$ cat config.mk
export PLATFORM = sky130hd
export DESIGN_NAME = event_encoder_4_to_2
export DESIGN_NICKNAME = d
export VERILOG_FILES = /design/src/rtl/event_encoder_4_to_2.sv
export SDC_FILE = /design/constraint.sdc
export NUM_CORES = 1
export LEC_CHECK = 0
export CAP_MARGIN = 20
export CELL_PAD_IN_SITES_DETAIL_PLACEMENT = 0
export CELL_PAD_IN_SITES_GLOBAL_PLACEMENT = 1
export CORE_MARGIN = 8
export CORE_UTILIZATION = 27
export DETAILED_ROUTE_END_ITERATION = 7
export HOLD_SLACK_MARGIN = 0.06
export PLACE_DENSITY_LB_ADDON = 0.1
export REMOVE_ABC_BUFFERS = 1
export SETUP_SLACK_MARGIN = 0.1
export SYNTH_ARGS = -nofsm -noshare
export SYNTH_HDL_FRONTEND = slang
export SYNTH_SLANG_ARGS = --single-unit
$ cat constraint.sdc
create_clock -name clk -period 1 [get_ports clk]
set_clock_uncertainty 0.2 [all_clocks]
set_input_delay 0.1 -clock clk [delete_from_list [all_inputs] [get_ports clk]]
set_output_delay 0.1 -clock clk [all_outputs]
set_load 0.01 [all_outputs]
$ cat src/rtl/event_encoder_4_to_2.sv
// ============================================================================
// event_encoder_4_to_2
// ----------------------------------------------------------------------------
// Sequential 4-to-2 event encoder, the counterpart of the team's 2-to-4
// decoder. Events on four request lines are latched into a pending register.
// An arbiter picks one pending index and presents it as a 2-bit binary code
// on a valid/ready handshake. Each serviced bit is cleared when accepted.
//
// Parameters
//   EDGE_DET : 1 = capture on rising edge of req[i], 0 = capture on level
//   RR_MODE  : 0 = fixed priority (index 3 highest), 1 = round-robin
//
// Ports
//   clk   in   1  single clock, every register updates on its rising edge
//   rst   in   1  synchronous active-high reset
//   req   in   4  event request lines, req[i] belongs to index i
//   ready in   1  downstream accepts the code when high together with valid
//   valid out  1  code holds a granted index
//   code  out  2  binary index of the granted request (bit0 = LSB)
//   pend  out  4  current pending register, for observability
//   ovf   out  1  lost-event pulse, present only with EVENT_ENC_OVF_EN
//
// Optional feature macro: EVENT_ENC_OVF_EN
//   Adds the ovf output. ovf pulses for one cycle after any edge on which a
//   new event hits an index that is already pending and not being cleared.
//   Without the macro such a collision silently merges into the pending bit.
// ============================================================================
module event_encoder_4_to_2 #(
    parameter int EDGE_DET = 1,
    parameter int RR_MODE  = 0
) (
    input  logic       clk,
    input  logic       rst,
    input  logic [3:0] req,
    input  logic       ready,
    output logic       valid,
    output logic [1:0] code,
    output logic [3:0] pend
`ifdef EVENT_ENC_OVF_EN
    ,
    output logic       ovf
`endif
);

    // IDLE waits for something pending, HOLD presents a code until accepted.
    typedef enum logic {
        IDLE = 1'b0,
        HOLD = 1'b1
    } state_e;

    state_e     state_q, state_d;
    logic [3:0] pend_q, pend_d;
    logic [3:0] reqPrev_q, reqPrev_d;
    logic       valid_q, valid_d;
    logic [1:0] code_q, code_d;
    logic [1:0] ptr_q, ptr_d;

    logic [3:0] setMask;
    logic [3:0] clrMask;
    logic       accept;
    logic [1:0] selIdx;

`ifdef EVENT_ENC_OVF_EN
    logic       ovf_q, ovf_d;
    logic       lostEvent;
`endif

    // Event capture: a new event is either a rising edge of req or simply a
    // high level, depending on EDGE_DET. The history register follows req
    // every cycle regardless of the mode.
    always_comb begin
        if (EDGE_DET != 0) begin
            setMask = req & ~reqPrev_q;
        end else begin
            setMask = req;
        end
        reqPrev_d = req;
    end

    // Handshake completion clears exactly the bit that was presented. The new
    // event is OR-ed in after the clear so a same-cycle re-trigger survives
    // as a fresh pending event.
    always_comb begin
        accept  = valid_q & ready;
        clrMask = accept ? (4'b0001 << code_q) : 4'b0000;
        pend_d  = (pend_q & ~clrMask) | setMask;
    end

`ifdef EVENT_ENC_OVF_EN
    // A collision is a new event on an index that stays pending anyway, so
    // the earlier occurrence is swallowed. Clearing the same bit in that
    // cycle makes room for the new event and is not a loss.
    always_comb begin
        lostEvent = |(setMask & pend_q & ~clrMask);
        ovf_d     = lostEvent;
    end
`endif

    // Arbiter, looking only at the registered pending bits.
    // Fixed priority: walk upward so the highest set index is written last.
    // Round-robin: walk the search order backwards (ptr+4 ... ptr+1) so the
    // first index after the pointer is written last and therefore wins.
    always_comb begin
        logic [1:0] cand;
        cand   = 2'd0;
        selIdx = 2'd0;
        if (RR_MODE != 0) begin
            for (int k = 4; k >= 1; k--) begin
                cand = ptr_q + 2'(k);
                if (pend_q[cand]) begin
                    selIdx = cand;
                end
            end
        end else begin
            for (int i = 0; i < 4; i++) begin
                if (pend_q[i]) begin
                    selIdx = 2'(i);
                end
            end
        end
    end

    // State register plus all datapath registers. Reset wins over any
    // handshake in flight; the round-robin pointer resets to 3 so index 0
    // is searched first.
    always_ff @(posedge clk) begin
        if (rst) begin
            state_q   <= IDLE;
            pend_q    <= 4'b0000;
            reqPrev_q <= 4'b0000;
            valid_q   <= 1'b0;
            code_q    <= 2'd0;
            ptr_q     <= 2'd3;
        end else begin
            state_q   <= state_d;
            pend_q    <= pend_d;
            reqPrev_q <= reqPrev_d;
            valid_q   <= valid_d;
            code_q    <= code_d;
            ptr_q     <= ptr_d;
        end
    end

`ifdef EVENT_ENC_OVF_EN
    // Overflow flag register, one-cycle pulse per colliding edge.
    always_ff @(posedge clk) begin
        if (rst) begin
            ovf_q <= 1'b0;
        end else begin
            ovf_q <= ovf_d;
        end
    end
`endif

    // Next-state logic. A grant is loaded in IDLE and held untouched in
    // HOLD, so later events can never disturb a presented code. Returning to
    // IDLE after an accept gives the single bubble cycle between grants.
    always_comb begin
        state_d = state_q;
        valid_d = valid_q;
        code_d  = code_q;
        ptr_d   = ptr_q;
        case (state_q)
            IDLE: begin
                if (|pend_q) begin
                    code_d  = selIdx;
                    valid_d = 1'b1;
                    state_d = HOLD;
                end else begin
                    valid_d = 1'b0;
                end
            end
            HOLD: begin
                if (accept) begin
                    valid_d = 1'b0;
                    state_d = IDLE;
                    if (RR_MODE != 0) begin
                        ptr_d = code_q;
                    end
                end
            end
            default: begin
                valid_d = 1'b0;
                state_d = IDLE;
            end
        endcase
    end

    // Outputs come straight from registers, so neither req nor ready has a
    // combinational path to them.
    always_comb begin
        valid = valid_q;
        code  = code_q;
        pend  = pend_q;
`ifdef EVENT_ENC_OVF_EN
        ovf   = ovf_q;
`endif
    end

endmodule

==> results of run 1 <==
==> sequential cells by signal (all words and copies together) (netlist names) <==
name	flops
code	2
pend	4
reqPrev_q	4
state_q	1
valid	1
==> worst min-delay path, cell delays in order <==
cell	delay [ps]
clkdlybuf4s50_1	410
nand2b_1	70
a21oi_1	50
==> path summary, 6_finish.rpt <==
path / startpoint / to / slack, ps
worst max-delay path: pend[2]$_SDFF_PP0_ / code[0]$_SDFFE_PP0P_ / -160
worst max register to register: pend[2]$_SDFF_PP0_ / code[0]$_SDFFE_PP0P_ / -160
worst min register to register: reqPrev_q[2]$_SDFF_PP0_ / pend[2]$_SDFF_PP0_ / 280
worst min-delay path: req[1] / pend[1]$_SDFF_PP0_ / 200
==> synth_stat cells (2+ instances only) <==
master / count / area [sq um]
nand3b_1: 2 / 15.0
a21oi_1: 6 / 30.0
inv_1: 3 / 11.3
o21ai_0: 3 / 15.0
nor2b_1: 5 / 31.3
dfxtp_1: 12 / 240
nand2b_1: 3 / 18.8
nor3_1: 2 / 10.0
nor2_1: 4 / 15.0
a21o_1: 2 / 15.0
nand2_1: 2 / 7.51
==> stage by stage <==
step,util [%],instance area [sq um]
2_1_floorplan,-,440
3_3_place_gp,44.2,673
4_1_cts,47.9,729
6_report,49.5,754
5_1_grt,49.5,754
3_5_place_dp,44.2,673
==> final cells by class <==
class | instances | area [sq um] | share of cell area [%]
Tap cell | 16 | 20.0 | 2.65
Sequential cell | 12 | 251 | 33.3
Inverter | 3 | 11.3 | 1.49
Timing Repair Buffer | 24 | 226 | 30.0
Multi-Input combinational cell | 33 | 209 | 27.7
Clock buffer | 4 | 36.3 | 4.81
==> metal layers <==
layer,global-route usage [%],part of all wire (%),vias to the layer above,routed length [microns]
li1,-,-,218,-
met1,8.06,51,183,544
met3,2.70,4.3,0,46
met5,0,0,-,0
met4,4.12,0,0,0
met2,9.56,45,10,476
==> cells by family (layout without fill, tap and decap cells) <==
family	Yosys count	after routing	share of synthesized area [%]
buf+inv	4	31	3.65
flops	12	12	53.9
simple gates	20	20	24.4
compound gates	13	13	18.0
==> cells in the final DEF, fill, tap and decap left out <==
| cell | instances |
|---|---|
| a21oi_1 | 6 |
| nor3_1 | 1 |
| o21ai_0 | 2 |
| a21o_1 | 2 |
| nor2b_1 | 4 |
| a221oi_2 | 1 |
| buf_4 | 8 |
| nor3_2 | 1 |
| clkdlybuf4s50_1 | 6 |
| dfxtp_4 | 1 |
| dfxtp_1 | 5 |
| nand3b_1 | 2 |
| nor2b_2 | 1 |
| buf_6 | 9 |
| nand3_4 | 1 |
| buf_2 | 1 |
| inv_1 | 3 |
| nand2b_1 | 3 |
| dfxtp_2 | 6 |
| nor2_1 | 4 |
| clkbuf_8 | 1 |
| or2_0 | 1 |
| nand2_1 | 2 |
| o21ai_1 | 2 |
| clkbuf_4 | 3 |
==> where the power goes <==
part	internal (mW)	switching, mW	total [mW]	leakage [nW]
clock	0.221	0.166	0.387	0.0210
combinational	0.170	0.111	0.282	0.199
sequential	0.526	0.0374	0.564	0.102
total	0.918	0.314	1.23	0.322
==> timing repair <==
action | CTS | global route
setup endpoints to repair | 15 | 15
pin swaps | 0 | 2
gates resized for setup | 45 | 5
==> summary.md, run 1 <==
| Metric | Value |
|---|---|
| Post-synth top flop | dfxtp_1 |
| Static Leakage | roughly 0.32 nW |
| CP top delay family | compound AO/OA/AOI/OAI gates |
| RSZ-0062 raised after global routing | yes |
| Violated checks | negative setup slack |
| Initial antenna violation count | 0 |
| Placed wire-length estimate after detailed placement | 819 microns |
| Worst voltage drop across the vdd grid | between 0.8 and 0.9 mV |
| Worst endpoint required time | 990 ps |
| Antenna violation net count after detailed routing | 0 |
| Final Max Tran Viols | 0 |
| Endpoint kind of the worst setup timing path | flip-flop |
| DRT Pass-1 Iters | 4 |
| Clock period minus final worst setup slack | 1160 ps |
| Critical path depth | 3 |
| Num rows | 14 |
| Detailed-route DRC error count | 0 |
| Post-Place Worst Slack | -291 ps |
| Initial standard-cell utilization of the core | 29.2% |
| EDFF count, synth | 0 |
| Worst slew margin | 85.8% |
| Worst r2r path cells | 3 |
| Worst hold slack after final layout | 198 ps |
| Total wirelength of the detailed-routed design | 1070 microns |
| Post-layout nets | 84 |
| Vias post-DR | around 410 |
| Number of endpoints with negative hold slack in the final report | 0 |
| CTS tree | built |
| Critical-path cell with the highest stage delay | dfxtp_4 |
| Number of inserted diodes | 0 |
| Number of placed cells counting well taps | 88 |
| Relative area change from synthesis to final layout | 69.4% |
| Via count of the first global-routing pass | 426 |
| Area of the die | around 3200 sq um |
| Worst-Margin Slew | around 210 ps |
| Maximum number of pins on one net before global-route repair | 8 |
| Wire length of the first global-routing pass | 1750 microns |
| Post-Syn Instances | between 40 and 50 |
| GRT Overall Usage | 6.69% |
| Cell Count, Final, Fillers Out | 92 |
| Fraction of layout cells with a size suffix above 1 | 43.4% |
| I/O Buffers | 13 |
| Core footprint | 1520 sq um |
| Clock latency on the worst-skew pair | 270 ps |
| Final total negative setup slack | -1070 ps |
| Via density | 4.47 |
| Total congestion overflow after global routing | 0 |
| Setup WS post-layout | -164 ps |
| Number of buffers inserted by post-CTS setup repair | 0 |
| Power density over cell area | 1630 nW/um^2 |
| Height of the chip | between 50 and 60 microns |
| H-tree depth reported by CTS | 1 |
| Maximum single-stage delay on the critical path | ~360 ps |
| Category of the worst setup path launch point | flip-flop |
| Total Power Consumption | 1.23 mW |
| Biggest fanout along the worst timing path | 3 |
| CP Buf/Inv Count | 1 |
| Number of top-level pins | 14 |
| Horiz. Die Dim | 56.6 microns |
| Share of synthesized registers carrying an async set or reset | 0% |
| Arrival time reported for the critical path endpoint | 1150 ps |
| Num CTS Buffers | 3 |
| Synthesized area per cell | about 9.1 sq um |
| Register clock-pin slew on the reported worst setup and hold paths | ~80 ps |
| Number of design-rule violations left by the first detailed-router iteration | 4 |
| Run status | complete, but fails checks |
| Hold Crit Depth | 3 |
| Worst min path class | in2reg |
| Combined area of all synthesized cells | 445 sq um |
| Cell-by-cell trace of the critical path | buf_6 > a21o_1 > a221oi_2 |
| WL/cell | 11.6 microns |
| Highest Clock Rate | around 0.86 GHz |
| FF+latch count, synth | 12 |
| TritonCTS Sinks | 12 |
| Final setup violation count | 15 |
| Final worst-path cycle share | 116% |
| Post-synthesis cell type count | 16 |
| Fillcell total | about 160 |
| Root buffer selected by CTS | clkbuf_4 |
| Synth warnings | 0 |
| Buffer depth of the longest clock path | 2 |
| Crit Path Class | reg2reg |
| Final weighted congestion of routability-driven global placement | 0.727 |
| Count of maximum capacitance violations | 0 |
| Fraction of the yosys area taken by sequential cells | between 50% and 60% |
| Quantity of hold-fixing buffers added after cts | 0 |
No activity file was read; power rests on OpenSTA's default activity.
==> run 2, diff against run 1 <==
TNS_END_PERCENT = 100   (was not set)
==> results of run 2 <==
No change in the layout: final DEF, timing and power equal those of run 1.
